--- src/rtl/backprop_stack.sv ---
// Per-layer gradient vector stack: seed (copy) or chain from the layer above, with a registered dC/dW read port.
// Optional macro BACKPROP_STACK_SATURATE_EN: chained lane results saturate instead of wrapping.
module backprop_stack #(
    parameter int data_size      = 4,
    parameter int size           = 3,
    parameter int max_layer_size = 4
) (
    input  logic                        clk,
    input  logic                        reset,
    input  logic [data_size*size-1:0]   backprop_to_all,
    input  logic [data_size*size-1:0]   backprop_dense,
    input  logic [data_size*size-1:0]   backprop_start,
    input  logic [32:0]                 current_layer_index,
    input  logic [32:0]                 dc_dw_layer_index,
    input  logic                        copy,
    input  logic                        cal_dy_dy_old,
    output logic [data_size*size-1:0]   dc_dw_stream
);
    localparam int vec_w  = data_size * size;
    localparam int addr_w = (max_layer_size > 1) ? $clog2(max_layer_size) : 1;
    localparam int full_w = 2 * data_size + 1;

    logic [vec_w-1:0]  stack_reg [max_layer_size];
    logic [vec_w-1:0]  dc_dw_stream_reg;

    logic              wr_in_range;
    logic              rd_in_range;
    logic              is_top;
    logic [addr_w-1:0] wr_addr;
    logic [addr_w-1:0] up_addr;
    logic [addr_w-1:0] rd_addr;
    logic [vec_w-1:0]  up_vec;
    logic [vec_w-1:0]  cal_vec;

    // Range checks use the full unsigned index; only then do the low bits select an entry.
    assign wr_in_range = (current_layer_index < 33'(max_layer_size));
    assign rd_in_range = (dc_dw_layer_index < 33'(max_layer_size));
    assign is_top      = (current_layer_index == 33'(max_layer_size - 1));
    assign wr_addr     = current_layer_index[addr_w-1:0];
    assign rd_addr     = dc_dw_layer_index[addr_w-1:0];
    assign up_addr     = wr_addr + addr_w'(1);
    assign up_vec      = is_top ? backprop_start : stack_reg[up_addr];

    for (genvar gi = 0; gi < size; gi++) begin : g_lane
        logic [data_size-1:0] up_lane;
        logic [data_size-1:0] dense_lane;
        logic [data_size-1:0] add_lane;
        logic [full_w-1:0]    full_res;

        assign up_lane    = up_vec[(size-gi)*data_size-1 -: data_size];
        assign dense_lane = backprop_dense[(size-gi)*data_size-1 -: data_size];
        assign add_lane   = backprop_to_all[(size-gi)*data_size-1 -: data_size];
        assign full_res   = full_w'(up_lane) * full_w'(dense_lane) + full_w'(add_lane);
`ifdef BACKPROP_STACK_SATURATE_EN
        assign cal_vec[(size-gi)*data_size-1 -: data_size] =
            (full_res > full_w'({data_size{1'b1}})) ? {data_size{1'b1}} : full_res[data_size-1:0];
`else
        assign cal_vec[(size-gi)*data_size-1 -: data_size] = full_res[data_size-1:0];
`endif
    end

    always_ff @(posedge clk) begin
        if (reset) begin
            for (int i = 0; i < max_layer_size; i++) begin
                stack_reg[i] <= '0;
            end
            dc_dw_stream_reg <= '0;
        end else begin
            if (wr_in_range) begin
                if (copy) begin
                    stack_reg[wr_addr] <= backprop_start;
                end else if (cal_dy_dy_old) begin
                    stack_reg[wr_addr] <= cal_vec;
                end
            end
            // Samples pre-edge contents, so a same-index write shows up one edge later.
            dc_dw_stream_reg <= rd_in_range ? stack_reg[rd_addr] : '0;
        end
    end

    assign dc_dw_stream = dc_dw_stream_reg;

endmodule

--- config.mk ---
export PLATFORM = sky130hd
export DESIGN_NAME = backprop_stack
export DESIGN_NICKNAME = d
export VERILOG_FILES = /design/src/rtl/backprop_stack.sv
export SDC_FILE = /design/constraint.sdc
export NUM_CORES = 1
export LEC_CHECK = 0
export CORE_MARGIN = 10
export CORE_UTILIZATION = 49
export CTS_BUF_LIST = sky130_fd_sc_hd__clkbuf_8
export DETAILED_ROUTE_END_ITERATION = 12
export PLACE_DENSITY = 0.91
export RECOVER_POWER = 100
export REMOVE_ABC_BUFFERS = 1
export SLEW_MARGIN = 20
export SYNTH_ARGS = -nofsm -noshare
export SYNTH_HDL_FRONTEND = slang
export SYNTH_SLANG_ARGS = --single-unit
--- constraint.sdc ---
create_clock -name clk -period 6.32 [get_ports clk]
set_input_delay 0.632 -clock clk [delete_from_list [all_inputs] [get_ports clk]]
set_output_delay 0.632 -clock clk [all_outputs]
set_load 0.05 [all_outputs]
==> impl.org <==
** Floorplan
- Placement row count :: 32
- Die Outline Area :: 12100 um2
- Starting Density :: 0.5082
- Die width :: 110.0 um
- Standard cell core area :: 7807 um2
- Measured along the y axis, the die boundary spans 110.0 um.
- Io pins :: 118

** STA
- Shortest clock period the worst path allows after layout :: 5.656 ns
- The final number of hold-violating endpoints was 0.
- At the pin with the least slew margin, the transition time is 0.8909 ns.
- In this run the tightest slew margin relative to its limit is 0.4006.
- In the finished design, the share of the clock period the worst path needs comes to 0.8950.
- RSZ-0062 raised after global routing :: no
- Aggregate negative setup slack :: 0 ns
- Setup violations remaining at the end of the flow were counted as 0.
- The total count of max-transition violations in the final report was 0.
- Min setup slack post-route :: 0.6636 ns
- Peak clock frequency supported by timing :: 0.1768 GHz
- Setup Skew :: roughly 0.0079 ns

** Worst setup path
- CP required :: 6.49 ns
- Kind of cell adding the most delay to the critical path :: adder cells
- Sequence of cells on the critical path :: dlygate4sd3_1 > ha_1 > mux4_2 > mux2_1 > and2_0 > ha_1 > ha_1 > fa_1 > fa_1 > xor2_1 > xnor2_1 > xnor2_1 > xnor2_1 > xnor3_1 > a211oi_1
- Critical path fanouts, max :: 12
- Critical path endpoint category :: flop
- The largest individual stage delay along the critical path comes from the cell sky130_fd_sc_hd__ha_1.
- Startpoint-to-endpoint class of the critical path :: in2reg
- The number of cells on the worst reg-to-reg path is 13.
- Worst path arrival time :: just under 6 ns
- The worst setup path is launched from an input port.
- Number of cells on the critical path :: 15
- For this run, the slowest stage of the critical path takes 0.74 ns.
- Counting both buffers and inverters, the worst setup path holds a total of 1.

** Logic synthesis
- Proportion of synthesized flip-flops having asynchronous set or reset :: 0
- The cell area that synthesis handed to floorplanning was just under 4000 um2.
- Sequential element share of the synthesized area :: 0.4238
- Top-count cell post-synth :: sky130_fd_sc_hd__edfxtp_1
- Synthesis inferred 60 register bits.
- Synth top area share :: 0.3633
- Count of flip-flops with a built-in enable after synthesis :: 48
- Predominant post-synthesis flop cell :: sky130_fd_sc_hd__edfxtp_1
- Gate Count Post-Synth :: 319
- Cell type with the largest total area after synthesis :: sky130_fd_sc_hd__edfxtp_1
- Top cells by count, synth :: sky130_fd_sc_hd__edfxtp_1, sky130_fd_sc_hd__nor2_1, sky130_fd_sc_hd__mux4_2, sky130_fd_sc_hd__nor2b_1, sky130_fd_sc_hd__ha_1
- In this run the mean area of a mapped cell was 12.44 um2.
- The synthesized netlist contains 40 unique library cells.
- Top area cells in the synthesized netlist :: sky130_fd_sc_hd__edfxtp_1, sky130_fd_sc_hd__mux4_2, sky130_fd_sc_hd__dfxtp_1
- Syn. warnings :: 0

** GRT
- Entering global routing, the biggest net connects 18 pins.
- Overall global routing resource usage :: 0.2011
- Antenna violations before repair :: 0
- First-pass GRT wire length :: 18470 um
- Global routing finished with a remaining overflow of 0.
- Vias in the first global route :: around 3.5k

** CTS
- After clock tree synthesis, the flow added hold-fix buffers numbering 0.
- Post-CTS repair changed the size of 0 cells.
- H-tree depth reported by CTS :: 3
- The tree built by TritonCTS fans out to 60 sinks.
- Buffer type at the clock tree root :: sky130_fd_sc_hd__clkbuf_8
- TritonCTS built the clock tree.
- Max Root-Sink Buffers :: 2
- Later-pin clock latency in the skew report :: around 0.34 ns
- After clock tree synthesis, the clock-pin slew on the worst setup and hold paths is about 0.07 ns.
- Buffers added to address setup during post-CTS repair amount to 0.
- TritonCTS created 9 clock buffers.

** Place
- Global placement routability congestion :: 0.9320
- Number of port buffers :: 117
- HPWL Detailed :: 9439 um
- OpenSTA, run right after detailed placement, puts the worst setup slack at approximately 0.47 ns.
- Area post-placement :: 5233 um2

** Min path
- Hold path cells :: 2
- In this run the worst hold path is classified as reg2reg.

** Detailed routing
- Dividing the detail-routed wire length by the instance count gives 22.28 um.
- DRC marker count from the first detailed-route iteration :: 247
- In this run the remaining antenna-violating nets after routing total 0.
- For this block, the via count after detailed routing is about 3.2k.
- After detailed routing, the total wire length is between 10000 and 15000 um.
- Dividing the detail-routed via count by the number of cells gives 5.961.
- Before antenna repair, the detailed router went through 4 iterations.
- Remaining DRCs :: 0

** Pwr
- Total power after layout :: about 1.1 mW
- Static leakage :: 1.960 nW
- Largest vdd supply drop :: 158.9 uV
- Dividing total power by cell area gives a power density of 200.9 nW/um2.

** Cells and area
- # diodes :: 0
- Largest register FFs :: 48
- Net total in the final layout :: between 500 and 600
- Compared with the post-synthesis result, the final layout area differs by 36.33%.
- Ratio of cells with drive above 1 in the final layout :: 0.1247
- Final instance area :: around 5400 um2
- Filler Cells Inserted :: between 500 and 600

** Job
- Max_cap viols :: 0

** Run status
- Run status :: finished clean
-- per-stage QoR --
step,hold WS (ns),instances,utilization
after CTS,0.7268,543,0.6947
after global routing,0.7514,543,0.6928
after floorplan,0.6584,303,-
after detailed placement,0.7018,527,0.6702
after global placement,0.6658,527,0.6702
final,0.7134,543,0.6928
-- where the power goes --
part	leakage (nW)	switching, mW	internal [mW]
Combinational	1.32	0.125	0.175
Clock	0.0910	0.156	0.180
Sequential	0.552	0.00901	0.441
Total	1.96	0.291	0.796
-- worst paths after layout --
kind	end	from	slack, ns
hold / removal	dc_dw_stream[4]	stack_reg[2][4]	0.71
setup / recovery	stack_reg[0][3]	current_layer_index[1]	0.66
hold reg to reg	dc_dw_stream[4]	stack_reg[2][4]	0.71
setup reg to reg	stack_reg[0][3]	stack_reg[1][0]	1.86
-- cell type report --
cell class                      instances  area (um2)  area share
Clock buffer                            9       123.9     0.02290
Timing Repair Buffer                  122        1205      0.2228
Multi-Input combinational cell        234        2170      0.4011
Sequential cell                        60        1682      0.3109
Tap cell                              102       127.6     0.02359
Clock inverter                          7       67.56     0.01249
Inverter                                9       33.78    0.006246
-- cells by family after synthesis --
logic type	count (synthesis)	share of synthesized area
xor gates and xnor gates	21	0.05677
DFF	60	0.4238
and+or+nand+nor	116	0.1728
buffers and inverters	25	0.02807
AOI/OAI and AO/OA	40	0.07096
adders and majority gates	25	0.09019
muxes	32	0.1574
-- worst min-delay path, cell delays in order (launching register included) --
cell                       delay (ns)
sky130_fd_sc_hd__edfxtp_1        0.34
sky130_fd_sc_hd__mux4_2          0.22
sky130_fd_sc_hd__nor2b_1         0.12
-- per-layer routing --
layer,GRT usage,routed length [um],up-vias
li1,-,-,1478
met1,0.2154,4088,1596
met2,0.3776,6806,138
met3,0.04295,909,25
met4,0.07435,295,0
met5,0,0,-
-- placed cells by master, fill, tap and decap left out, types with 12 or more instances in the layout --
master / instances
sky130_fd_sc_hd__xnor2_1: 15
sky130_fd_sc_hd__clkdlybuf4s50_1: 101
sky130_fd_sc_hd__edfxtp_1: 48
sky130_fd_sc_hd__ha_1: 19
sky130_fd_sc_hd__nor2b_1: 20
sky130_fd_sc_hd__dfxtp_1: 12
sky130_fd_sc_hd__nand2_1: 12
sky130_fd_sc_hd__nor2_1: 27
sky130_fd_sc_hd__mux4_2: 24
sky130_fd_sc_hd__dlygate4sd3_1: 16
sky130_fd_sc_hd__nor4_1: 15
No activity file was read; power rests on OpenSTA's default activity.
==> edit: new RTL, same flow settings <==
Build with the macro `BACKPROP_STACK_SATURATE_EN` defined.
--- a/src/rtl/backprop_stack.sv
+++ b/src/rtl/backprop_stack.sv
@@ -2,2 +2,4 @@
 // Optional macro BACKPROP_STACK_SATURATE_EN: chained lane results saturate instead of wrapping.
+`define BACKPROP_STACK_SATURATE_EN
+
 module backprop_stack #(
Check against the original RTL: not equivalent (a bounded check fails within 4 cycles, from zero or initial values).
==> edit against the unedited design <==
The run now ends with max-capacitance violations, max-slew violations left. Count of clock-buffer cells in the layout increased by 1. Design area up 28%. Power grew 18%. Worst setup slack got worse by 0.093 ns. First-iteration DRC count is 64% higher. Sequential share of layout area down 6.9 points. Maximum frequency decreased by 1.6%. Sequential cell count unchanged. Final cell count rose by 45%. Synthesized area increased by 40%. Routed wire length up 38%. Critical endpoint is now stack_reg[0][7].
==> edit: results (changes against the unedited design) <==
* Sequential area share after synthesis at 0.3022 (was 0.4238)
* Post-synth top cells: 90 x nand2_1, 58 x ha_1, 48 x edfxtp_1 (was 48 x edfxtp_1, 27 x nor2_1, 24 x mux4_2)
* Final Max Tran Viols at 13 (was 0)
* Non-Filler Instances at 788 (was 543)
* Initial Utilization at 0.5067 (was 0.5082)
* Setup Skew at 0.01015 ns (was 0.007913 ns)
* DP Area at 0.006807 mm2 (was 0.005233 mm2)
* Cts bufs inserted at 9 (unchanged)
* R2R cell count at 14 (was 13)
* HPWL after DPL at 12970 um (was 9439 um)
* Worst Hold Depth at 2 (unchanged)
* Met3 routed WL at 1803 um (was 909 um)
* Top sig layer: met4 (unchanged)
* CTS max path bufs at 2 (unchanged)
* Vias per cell at 6.415 (was 5.961)
* Gr usage total at 0.2037 (was 0.2011)
* Detailed Route Iter0 Violations at 406 (was 247)
* CP Max Fanout at 19 (was 12)
* Post-Route M1 WL at 5822 um (was 4088 um)
* Final nets at 828 (was 567)
* Place WS at 0.6432 ns (was 0.4705 ns)
* Critical Path AT at 5.81 ns (was 5.82 ns)
* Cells after DPL at 772 (was 527)
* Status: finished with violations (was finished clean)
* Slew margin rel. at -1.015 (was 0.4006)
* Largest cells by area after synthesis: edfxtp_1 26%, ha_1 13%, mux4_2 9.7% (was edfxtp_1 36%, mux4_2 14%, dfxtp_1 6.1%)
* Max reg flops at 48 (unchanged)
* Worst VDD drop at 0.1490 mV (was 0.1589 mV)
* Slowest library cell on the worst path: and3_2 (was ha_1)
* Vias in the first global route at 5462 (was 3493)
* Max_cap viols at 1 (was 0)
* Failing checks: max-capacitance violations, max-slew violations
* First-pass GRT wire length at 26960 um (was 18470 um)
* Iteration count of the initial detailed-routing pass at 5 (was 4)
* Leakage power at 2.788 nW (was 1.960 nW)
* # resized after CTS at 0 (unchanged)
* Ratio of cells with drive above 1 in the final layout at 0.07407 (was 0.1247)
* CP peak stage delay at 0.58 ns (was 0.74 ns)
* Mean Syn Cell Area at 10.23 um2 (was 12.44 um2)
* CP Depth at 16 (was 15)
* Pin count of the biggest net entering global routing at 20 (was 18)
* Final wirelength at 16680 um (was 12100 um)
* Metal2 WL at 8455 um (was 6806 um)
* Chip width at 126.6 um (was 110.0 um)
* GPL Wtd Cong at 0.9136 (was 0.9320)
* Skew-Pair Late Insertion Delay at 0.35 ns
* Distinct cell type count after synthesis at 34 (was 40)
-- edit: logic make-up after synthesis --
kind of cell | Yosys count | synth area share
AO/OA/AOI/OAI | 85 | 0.1106
XOR/XNOR | 3 | 0.004722
multiplexers | 59 | 0.1601
adder cells (fa/ha/maj) | 79 | 0.2059
AND/OR/NAND/NOR | 176 | 0.1502
buffers and inverters | 82 | 0.06632
flip-flops | 60 | 0.3022
-- edit: through the flow --
stage          hold slack, ns    util
2_1_floorplan          0.6584       -
5_1_grt                0.7436  0.6323
6_report               0.7152  0.6323
3_3_place_gp           0.6745  0.6197
4_1_cts                0.7118  0.6347
3_5_place_dp           0.6998  0.6197
-- edit: final cells by class --
class / instances / area (um2)
Clock inverter: 6 / 26.28
Tap cell: 140 / 175.2
Inverter: 41 / 153.9
Clock buffer: 10 / 137.6
Sequential cell: 60 / 1682
Timing Repair Buffer: 129 / 1254
Fill cell: 826 / 4039
Multi-Input combinational cell: 402 / 3516
-- edit: worst paths after layout --
path / from / end / slack [ns]
setup reg to reg: stack_reg[1][4] / stack_reg[0][7] / 1.74
setup / recovery: current_layer_index[18] / stack_reg[0][7] / 0.57
hold reg to reg: stack_reg[1][8] / dc_dw_stream[8] / 0.72
hold / removal: stack_reg[1][8] / dc_dw_stream[8] / 0.72
-- edit: power breakdown --
part / total, mW / internal [mW] / switching [mW]
clock network: 0.293 / 0.146 / 0.147
registers: 0.451 / 0.442 / 0.00932
logic: 0.542 / 0.244 / 0.298
-- edit: worst min-delay path: stages (launching register included) --
cell and delay, ns:
edfxtp_1 0.34, mux4_2 0.23, nor2b_1 0.11
-- edit: metal layers --
metal,GRT usage,up-vias
met5,0,-
met4,0.07703,0
met3,0.07039,65
met2,0.3639,335
met1,0.2159,2418
li1,-,2237
